**src/rtl/sig_switch_nch.sv**
```systemverilog
// N-channel, WIDTH-bit registered signal switch: per-bit synchronisers plus a valid/ready select
// handshake with break-before-make blanking. Optional macro SWITCH_HOLD_LAST_EN holds OUT while blanking.
module sig_switch_nch #(
  parameter int NUM_CH      = 4,
  parameter int WIDTH       = 8,
  parameter int SYNC_STAGES = 2,
  parameter int GAP_CYCLES  = 2,
  parameter int RESET_SEL   = 0,
  localparam int SEL_W      = (NUM_CH > 2) ? $clog2(NUM_CH) : 1
) (
  input  logic                    CLK,
  input  logic                    RST,
  input  logic [NUM_CH*WIDTH-1:0] IN_DATA,
  input  logic                    SEL_VALID,
  input  logic [SEL_W-1:0]        SEL_IN,
  output logic                    SEL_READY,
  output logic                    SEL_DONE,
  output logic                    SEL_ERR,
  output logic [SEL_W-1:0]        ACTIVE_SEL,
  output logic [WIDTH-1:0]        OUT,
  output logic                    OUT_VALID
);
  localparam int CNT_W = (GAP_CYCLES > 2) ? $clog2(GAP_CYCLES) : 1;

  typedef enum logic [0:0] {ROUTE = 1'b0, BLANK = 1'b1} state_t;

  state_t                    state, state_nxt;
  logic [CNT_W-1:0]          cnt, cnt_nxt;
  logic [SEL_W-1:0]          pending, pending_nxt;
  logic [SEL_W-1:0]          active_nxt, mux_sel;
  logic [WIDTH-1:0]          out_nxt, route_data, blank_data;
  logic                      valid_nxt, done_nxt, err_nxt, ready_nxt, sel_in_range;
  logic [NUM_CH*WIDTH-1:0]   sync_chain [SYNC_STAGES];
  logic [NUM_CH*WIDTH-1:0]   synced;

  // synchroniser chain, one flop per stage per input bit
  always_ff @(posedge CLK or posedge RST) begin
    if (RST) begin
      for (int i = 0; i < SYNC_STAGES; i++) sync_chain[i] <= '0;
    end else begin
      sync_chain[0] <= IN_DATA;
      for (int i = 1; i < SYNC_STAGES; i++) sync_chain[i] <= sync_chain[i-1];
    end
  end

  assign synced       = sync_chain[SYNC_STAGES-1];
  assign sel_in_range = (int'(SEL_IN) < NUM_CH);

  // while blanking the mux already points at the pending channel so the exit cycle carries new data
  always_comb begin
    mux_sel    = (state == BLANK) ? pending : ACTIVE_SEL;
    route_data = '0;
    for (int c = 0; c < NUM_CH; c++) begin
      route_data = (mux_sel == SEL_W'(c)) ? synced[c*WIDTH +: WIDTH] : route_data;
    end
`ifdef SWITCH_HOLD_LAST_EN
    blank_data = OUT;
`else
    blank_data = '0;
`endif
  end

  // next-state and next-output logic
  always_comb begin
    state_nxt   = state;
    cnt_nxt     = cnt;
    pending_nxt = pending;
    active_nxt  = ACTIVE_SEL;
    out_nxt     = route_data;
    valid_nxt   = 1'b1;
    done_nxt    = 1'b0;
    err_nxt     = 1'b0;
    case (state)
      ROUTE: begin
        if (SEL_VALID && SEL_READY) begin
          if (!sel_in_range) begin
            err_nxt = 1'b1;
          end else if (SEL_IN == ACTIVE_SEL) begin
            done_nxt = 1'b1;
          end else begin
            state_nxt   = BLANK;
            cnt_nxt     = CNT_W'(GAP_CYCLES - 1);
            pending_nxt = SEL_IN;
            out_nxt     = blank_data;
            valid_nxt   = 1'b0;
          end
        end else begin
          state_nxt = ROUTE;
        end
      end
      BLANK: begin
        if (cnt == '0) begin
          state_nxt  = ROUTE;
          active_nxt = pending;
          done_nxt   = 1'b1;
        end else begin
          cnt_nxt   = cnt - CNT_W'(1);
          out_nxt   = blank_data;
          valid_nxt = 1'b0;
        end
      end
      default: begin
        state_nxt = ROUTE;
      end
    endcase
    ready_nxt = (state_nxt == ROUTE);
  end

  // state and registered outputs
  always_ff @(posedge CLK or posedge RST) begin
    if (RST) begin
      state      <= ROUTE;
      cnt        <= '0;
      pending    <= SEL_W'(RESET_SEL);
      ACTIVE_SEL <= SEL_W'(RESET_SEL);
      OUT        <= '0;
      OUT_VALID  <= 1'b0;
      SEL_DONE   <= 1'b0;
      SEL_ERR    <= 1'b0;
      SEL_READY  <= 1'b0;
    end else begin
      state      <= state_nxt;
      cnt        <= cnt_nxt;
      pending    <= pending_nxt;
      ACTIVE_SEL <= active_nxt;
      OUT        <= out_nxt;
      OUT_VALID  <= valid_nxt;
      SEL_DONE   <= done_nxt;
      SEL_ERR    <= err_nxt;
      SEL_READY  <= ready_nxt;
    end
  end

endmodule

```
**config.mk**
```make
export PLATFORM = sky130hd
export DESIGN_NAME = sig_switch_nch
export DESIGN_NICKNAME = d
export VERILOG_FILES = /design/src/rtl/sig_switch_nch.sv
export SDC_FILE = /design/constraint.sdc
export NUM_CORES = 1
export LEC_CHECK = 0
export ABC_AREA = 1
export CORE_ASPECT_RATIO = 1.75
export CORE_MARGIN = 3
export CORE_UTILIZATION = 50
export CTS_CLUSTER_DIAMETER = 200
export DETAILED_ROUTE_END_ITERATION = 7
export GPL_TIMING_DRIVEN = 0
export PLACE_DENSITY_LB_ADDON = 0.15
export SLEW_MARGIN = 30
export SYNTH_ARGS = -nofsm -noshare
export SYNTH_HDL_FRONTEND = slang
export SYNTH_SLANG_ARGS = --single-unit
```
**constraint.sdc**
```tcl
create_clock -name CLK -period 3.06 [get_ports CLK]
set_input_delay 0.306 -clock CLK [delete_from_list [all_inputs] [get_ports CLK]]
set_output_delay 0.306 -clock CLK [all_outputs]
set_load 0.05 [all_outputs]
```
# After elaboration in Yosys (flattened, before gate mapping)
# Cells that the tools add are included.
[classes]
n_eq_ne = 6
n_mux = 23
bitwise = 4
add_sub_neg = 1
reduce_logical = 5
[op_table]
columns = ["op", "count"]
rows = [
  ["$mux W8", 7],
  ["$pmux W8 S2", 1],
  ["$mux W1", 10],
  ["$pmux W1 S2", 4],
  ["$eq A2 B2 Y1 const B", 2],
  ["$ne A2 B2 Y1 const B", 2],
  ["$not A1 Y1", 4],
  ["$reduce_and A2 Y1", 2],
  ["$reduce_and A3 Y1", 1],
  ["$eq A2 B1 Y1 const B", 1],
  ["$eq A2 B2 Y1", 1],
  ["$logic_not A2 Y1", 1],
  ["$mux W2", 1],
  ["$logic_and A1 B1 Y1", 1],
  ["$sub A1 B1 Y1 const B", 1],
]
[word_totals]
regBits = 81
inputBits = 37
word_cells = 49

# Depth between registers and ports, before layout
# Gate-level depths: netlist (run 1).
[logic_depth]
depth_word = 9
ltp_mapped = 9

# Worst setup path before layout (run 1)
# No wires, ideal clock.
[synth_timing]
kind = "flip-flop to flip-flop"
from = "register ACTIVE_SEL[1]"
to = "register OUT[0]"
required_ns = 2.988
n_path_buf = 1
path_stages_with_launch = 7
path_slack_ns = 1.588
synth_period_minus_slack_ns = 1.472
t_arrival_ns = 1.400
path_cell_list = "dfrtp_1 -> xnor2_1 -> nand2_1 -> nand2_1 -> buf_2 -> o211ai_1 -> nor2_1"
[synth_via]
elab_chain_len = 9
[synth_rtl]
columns = ["element", "line_no", "rtl"]
rows = [
  ["start: declaration", "19", "output logic [SEL_W-1:0] ACTIVE_SEL,"],
  ["start signal: assignment", "115", "ACTIVE_SEL <= SEL_W'(RESET_SEL);"],
  ["start signal: assignment", "125", "ACTIVE_SEL <= active_nxt;"],
  ["$mux W2", "51", "mux_sel = (state == BLANK) ? pending : ACTIVE_SEL;"],
  ["$logic_not A2 Y1", "54", "route_data = (mux_sel == SEL_W'(c)) ? synced[c*WIDTH +: WIDTH] : route_data;"],
  ["$mux W8 (4 in a row)", "54", ""],
  ["$mux W8", "78", "end else if (SEL_IN == ACTIVE_SEL) begin"],
  ["$mux W8", "75", "if (SEL_VALID && SEL_READY) begin"],
  ["$pmux W8 S2 *", "73", "case (state)"],
  ["via out_nxt[0]", "31", "logic [WIDTH-1:0] out_nxt, route_data, blank_data;"],
  ["end signal: assignment", "126", "OUT <= out_nxt;"],
  ["end: declaration", "20", "output logic [WIDTH-1:0] OUT,"],
]
# Mark *: on every way through the listed nets, which the timed path passes. The rest lies on a longest branch.
# A chain may end at the register's enable or synchronous reset.

# Final worst setup path (run 1)
[layout_timing]
from = "register ACTIVE_SEL[1]"
to = "output ACTIVE_SEL[1]"
# No word-level cell between the ends.

==> results of run 1 <==
path summary, 6_finish.rpt:
path                                        to  slack [ns]
worst max-delay path             ACTIVE_SEL[1]        1.15
worst min-delay path            sync_chain[61]        0.33
worst max register to register          OUT[6]        1.63
worst min register to register      synced[13]        0.35
max in group asynchronous        ACTIVE_SEL[1]        2.17
min in group CLK                    synced[13]        0.35
report_power, final:
part | internal [mW] | switching (mW)
sequential | 1.22 | 0.0603
combinational | 0.421 | 0.786
clock | 0.317 | 0.340
layout by cell type, fill, tap and decap left out, drive strengths merged, types with 2 or more instances in the layout:
master and count:
buf 6, nand2 38, nand3b 4, clkinv 2, clkdlybuf4s50 49, nand3 10, inv 17, dfrtp 81
o211ai 4, nor2 15, xnor2 2, a21oi 6, clkbuf 12, o21ai 10
per-stage QoR:
step | power, mW | cell area [um^2] | setup WS, ns | TNS [ns] | std cells
2_1_floorplan | 2.15 | 2580 | 0.674 | 0 | 194
6_report | 3.15 | 3330 | 1.15 | 0 | 314
4_1_cts | 3.18 | 3330 | 1.12 | 0 | 314
3_3_place_gp | 2.49 | 3130 | -0.289 | -23.10 | 297
3_5_place_dp | 2.52 | 3160 | 1.28 | 0 | 298
5_1_grt | 3.39 | 3330 | 1.07 | 0 | 314
final cells by class:
class / instances / area, um^2
flip-flops and latches: 81 / 2030
fillers: 373 / 1650
repair buffers: 50 / 510
multi-input cells: 92 / 447
clock buffers: 12 / 145
well taps: 54 / 67.6
inverters: 16 / 62.6
plain buffers: 5 / 42.5
clock inverters: 4 / 26.3
layer usage:
layer,up-vias,track usage,part of all wire
li1,727,-,-
met1,698,0.163,0.37
met2,45,0.238,0.56
met3,6,0.0577,0.054
met4,0,0.0768,0.019
met5,-,0,0
cells by family (layout without fill, tap and decap cells):
group	count (synthesis)	count (layout)
AOI/OAI and AO/OA	21	21
xor gates and xnor gates	2	2
buffers and inverters	21	87
DFF	81	81
other	1	1
and+or+nand+nor	68	68
sequential cells by signal, summed over array words and instances (netlist names):
register,flops
ACTIVE_SEL,2
OUT_VALID,1
pending,2
SEL_READY,1
SEL_DONE,1
synced,32
OUT,8
state,1
cnt,1
sync_chain,32
==> flow_summary.json, run 1 <==
{
  "status": "completed",
  "r2r_start": "state",
  "worst_slew_pin_slew_ns": 0.500,
  "synth_top_family_by_area": "simple AND/OR/NAND/NOR gates",
  "diodes": 0,
  "r2r_cells": 8,
  "numCtsBuffers": 9,
  "worstPathRequired_ns": 2.75,
  "grt_overflow": 0,
  "synth_edf_count": 0,
  "syn_inst": 194,
  "fp.coreArea_um2": 4980,
  "syn_nets": 231,
  "synth_common_cells": "dfrtp_1, nand2_1, inv_1, nor2_1, nand3_1",
  "max_cap_viol_count": 0,
  "critPathLaunch": "ACTIVE_SEL[1]",
  "min_path_type": "input pin to async pin",
  "setup_viol": 0,
  "antenna_found_initial": 0,
  "fp.dieW_um": 60.3,
  "crit_cells": 1,
  "cp.arrival_ns": 1.61,
  "yosys.area_share.adder": 0,
  "rsz0062_at_grt": "false",
  "synth_area_leaders": "dfrtp_1, nand2_1, inv_1, nor2_1, nand3_1",
  "clk_pin_slew_ns": 0.08,
  "initial_core_util": 0.518,
  "synthSimpleGateAreaFrac": 0.118,
  "cpMaxStageDelayCell": "clkdlybuf4s50_1",
  "post-route-min-period_ns": 1.91,
  "drtIter0Drc": 56,
  "drc_errors": 0,
  "hpwl_um": 2710,
  "yosysTopAreaCell": "dfrtp_1",
  "vias": 1476,
  "yosysSeqAreaShare": 0.787,
  "holdWs_ns": 0.333,
  "synth.most_common_cell": "dfrtp_1",
  "ys_warn_count": 0,
  "layout-drive-gt1-share": 0.104,
  "synth_mux_area_frac": 0,
  "rows": 34,
  "globalplace.congestion": 0.804,
  "vdd_drop_max_mv": 0.702,
  "nNetsFinal": 292,
  "portBuffers": 49,
  "syn_area_per_cell_um2": 13.3,
  "p_per_area_nw_per_um2": 946,
  "path_buf_inv": 1,
  "cts_resized": 0,
  "async_flop_share": 1.00,
  "clock-sinks": 81,
  "io_pins": 51,
  "max_freq_mhz": 523,
  "postCtsSetupBuffers": 0,
  "drt_wl_total_um": 3730,
  "finish.utilization": 0.669,
  "syn_area_um2": 2580,
  "slew_violations": 0,
  "synthXorXnorAreaFrac": 0.00680,
  "clock_latency_ns": 0.33,
  "grt_start_max_net_pins": 44,
  "wl_per_cell_um": 11.9,
  "max_stage_delay_ns": 0.84,
  "setup.worst_path.end_class": "output port",
  "ys_ff_latch": 81,
  "fin_skew_ns": 0.00704,
  "finalHoldViolCount": 0,
  "start_kind": "flop",
  "htreeDepth": 3,
  "crit_family": "buffers and inverters",
  "leakage_nw": 1.55,
  "ant_nets": 0,
  "hold_buffers": 0,
  "fin_crit_sh": 0.625,
  "clock_path_buffers": 2,
  "die_h_um": 101,
  "area_growth_pct": 29.2,
  "synth_compound_area_frac": 0.0471,
  "grt_pass1_wl_um": 6300,
  "avgViaCountPerCell": 4.70,
  "ys.flop_type": "dfrtp_1",
  "die_area_um2": 6080,
  "slew_headroom": 0.666,
  "first_global_vias": 1375,
  "cts_tree": "done",
  "synth_top_area_frac": 0.787,
  "yosysUniqueCellTypes": 21,
  "dr.pass1.iters": 4,
  "crit_type": "flop to output port",
  "cts_root_buf": "clkbuf_8",
  "worstPathCellList": "clkdlybuf4s50_1",
  "critPathMaxFanout": 5,
  "grt_use_total": 0.147
}
Note: power is estimated with default switching activity, not from simulation.
==> run 2, diff against run 1 <==
--- a/config.mk
+++ b/config.mk
@@ -8,7 +8,7 @@
 export ABC_AREA = 1
 export CORE_ASPECT_RATIO = 1.75
 export CORE_MARGIN = 3
-export CORE_UTILIZATION = 50
+export CORE_UTILIZATION = 45
 export CTS_CLUSTER_DIAMETER = 200
 export DETAILED_ROUTE_END_ITERATION = 7
 export GPL_TIMING_DRIVEN = 0
==> constraint.sdc (replaced) <==
create_clock -name CLK -period 1.6 [get_ports CLK]
set_input_delay 0.16 -clock CLK [delete_from_list [all_inputs] [get_ports CLK]]
set_output_delay 0.16 -clock CLK [all_outputs]
set_load 0.05 [all_outputs]
==> flow_summary.json, run 2 (synthesis gave the netlist of run 1 again) <==
{
  "clock_latency_ns": 0.34,
  "io_pins": 51,
  "p_per_area_nw_per_um2": 1760,
  "crit_cells": 1,
  "slew_violations": 0,
  "clk_pin_slew_ns": 0.07,
  "placedCellCount": 319,
  "fp.coreArea_um2": 5390,
  "nNetsFinal": 293,
  "layout_commonest_cell": "dfrtp_1",
  "die_h_um": 106,
  "clock_path_buffers": 2,
  "worstPathRequired_ns": 1.44,
  "layout-drive-gt1-share": 0.111,
  "r2r_cells": 7,
  "holdWs_ns": 0.188,
  "die_area_um2": 6700,
  "grt_use_total": 0.132,
  "grt_overflow": 0,
  "final_area_um2": 3360,
  "r2r_end": "OUT[5]",
  "cts_root_buf": "clkbuf_8",
  "cp.arrival_ns": 1.32,
  "avgViaCountPerCell": 4.36,
  "drc_errors": 0,
  "wl_per_cell_um": 11.4,
  "max_freq_mhz": 675,
  "critPathMaxFanout": 5,
  "drt_wl_total_um": 3810,
  "cpMaxStageDelayCell": "dlygate4sd2_1",
  "hpwl_um": 2780,
  "crit_type": "flop to output port",
  "area_growth_pct": 30.4,
  "crit_family": "buffers and inverters",
  "place_ws_ns": -0.0372,
  "fin_cells": 335,
  "diodes": 0,
  "post-route-min-period_ns": 1.48,
  "vias": 1459,
  "first_global_vias": 1557,
  "tns_ns": 0,
  "nFillCells": 432,
  "endpoint": "ACTIVE_SEL[1]",
  "finish.utilization": 0.624,
  "fin_crit_sh": 0.926,
  "drtIter0Drc": 44,
  "layout_common_cells": "dfrtp_1, clkdlybuf4s50_1, nand2_1",
  "dr.pass1.iters": 4,
  "status": "completed",
  "min_path_type": "input pin to async pin",
  "r2r_slack_ns": 0.16,
  "postCtsSetupBuffers": 0,
  "max_stage_delay_ns": 0.55,
  "r2r_start": "state",
  "globalplace.congestion": 0.793,
  "fin_skew_ns": 0.00652,
  "fp.dieW_um": 63.2,
  "setup.worst_path.end_class": "output port",
  "rows": 35,
  "grt_pass1_wl_um": 6580,
  "initial_core_util": 0.478,
  "leakage_nw": 1.59,
  "worstPathCellList": "dlygate4sd2_1",
  "rsz0062_at_grt": "false",
  "htreeDepth": 3,
  "placedInstanceArea_um2": 3200,
  "finalHoldViolCount": 0,
  "cts_tree": "done",
  "start_kind": "flop",
  "portBuffers": 49,
  "max_cap_viol_count": 0,
  "antenna_found_initial": 0,
  "setup_viol": 0,
  "clock-sinks": 81,
  "numCtsBuffers": 9,
  "vdd_drop_max_mv": 0.828,
  "ant_nets": 0,
  "critPathLaunch": "ACTIVE_SEL[1]",
  "finalPower_mw": 5.91,
  "path_buf_inv": 1,
  "grt_start_max_net_pins": 35,
  "final.setup.worst_slack_ns": 0.119
}
-- run 2: worst min path at each step --
stage | end | slack, ns | depth (start not counted)
after floorplan | sync_chain[32] | 0.19 | 0
after global placement | synced[4] | 0.33 | 0
after detailed placement | synced[23] | 0.33 | 0
after CTS | sync_chain[37] | 0.18 | 2
after global routing | sync_chain[37] | 0.21 | 2
final | synced[4] | 0.19 | 2
-- run 2: layer usage --
| metal | global-route usage | wire length (um) | up-vias | part of all wire |
|---|---|---|---|---|
| li1 | - | - | 729 | - |
| met1 | 0.130 | 1420 | 665 | 0.37 |
| met2 | 0.221 | 2030 | 53 | 0.53 |
| met3 | 0.0518 | 225 | 12 | 0.059 |
| met4 | 0.0974 | 129 | 0 | 0.034 |
| met5 | 0 | 0 | - | 0 |
-- run 2: final cells by class --
cell class	instances	area, um^2	area share
sequential	81	2030	0.603
timing repair buffer	51	514	0.153
multi-input combinational	92	447	0.133
clock buffer	11	141	0.0421
tap	74	92.6	0.0276
inverter	16	63.8	0.0190
buffer	5	42.5	0.0127
clock inverter	5	31.3	0.00931
-- run 2: timing repair --
item / 4_1_cts / 5_1_grt
setup endpoints to repair: 13 / 0
gates resized for setup: 13 / 0
hold buffers: 0 / 0
-- run 2: report_power, final --
part | total [mW] | switching, mW | internal (mW)
registers | 2.45 | 0.110 | 2.34
clock network | 1.25 | 0.649 | 0.600
logic | 2.21 | 1.51 | 0.706
total | 5.91 | 2.26 | 3.64
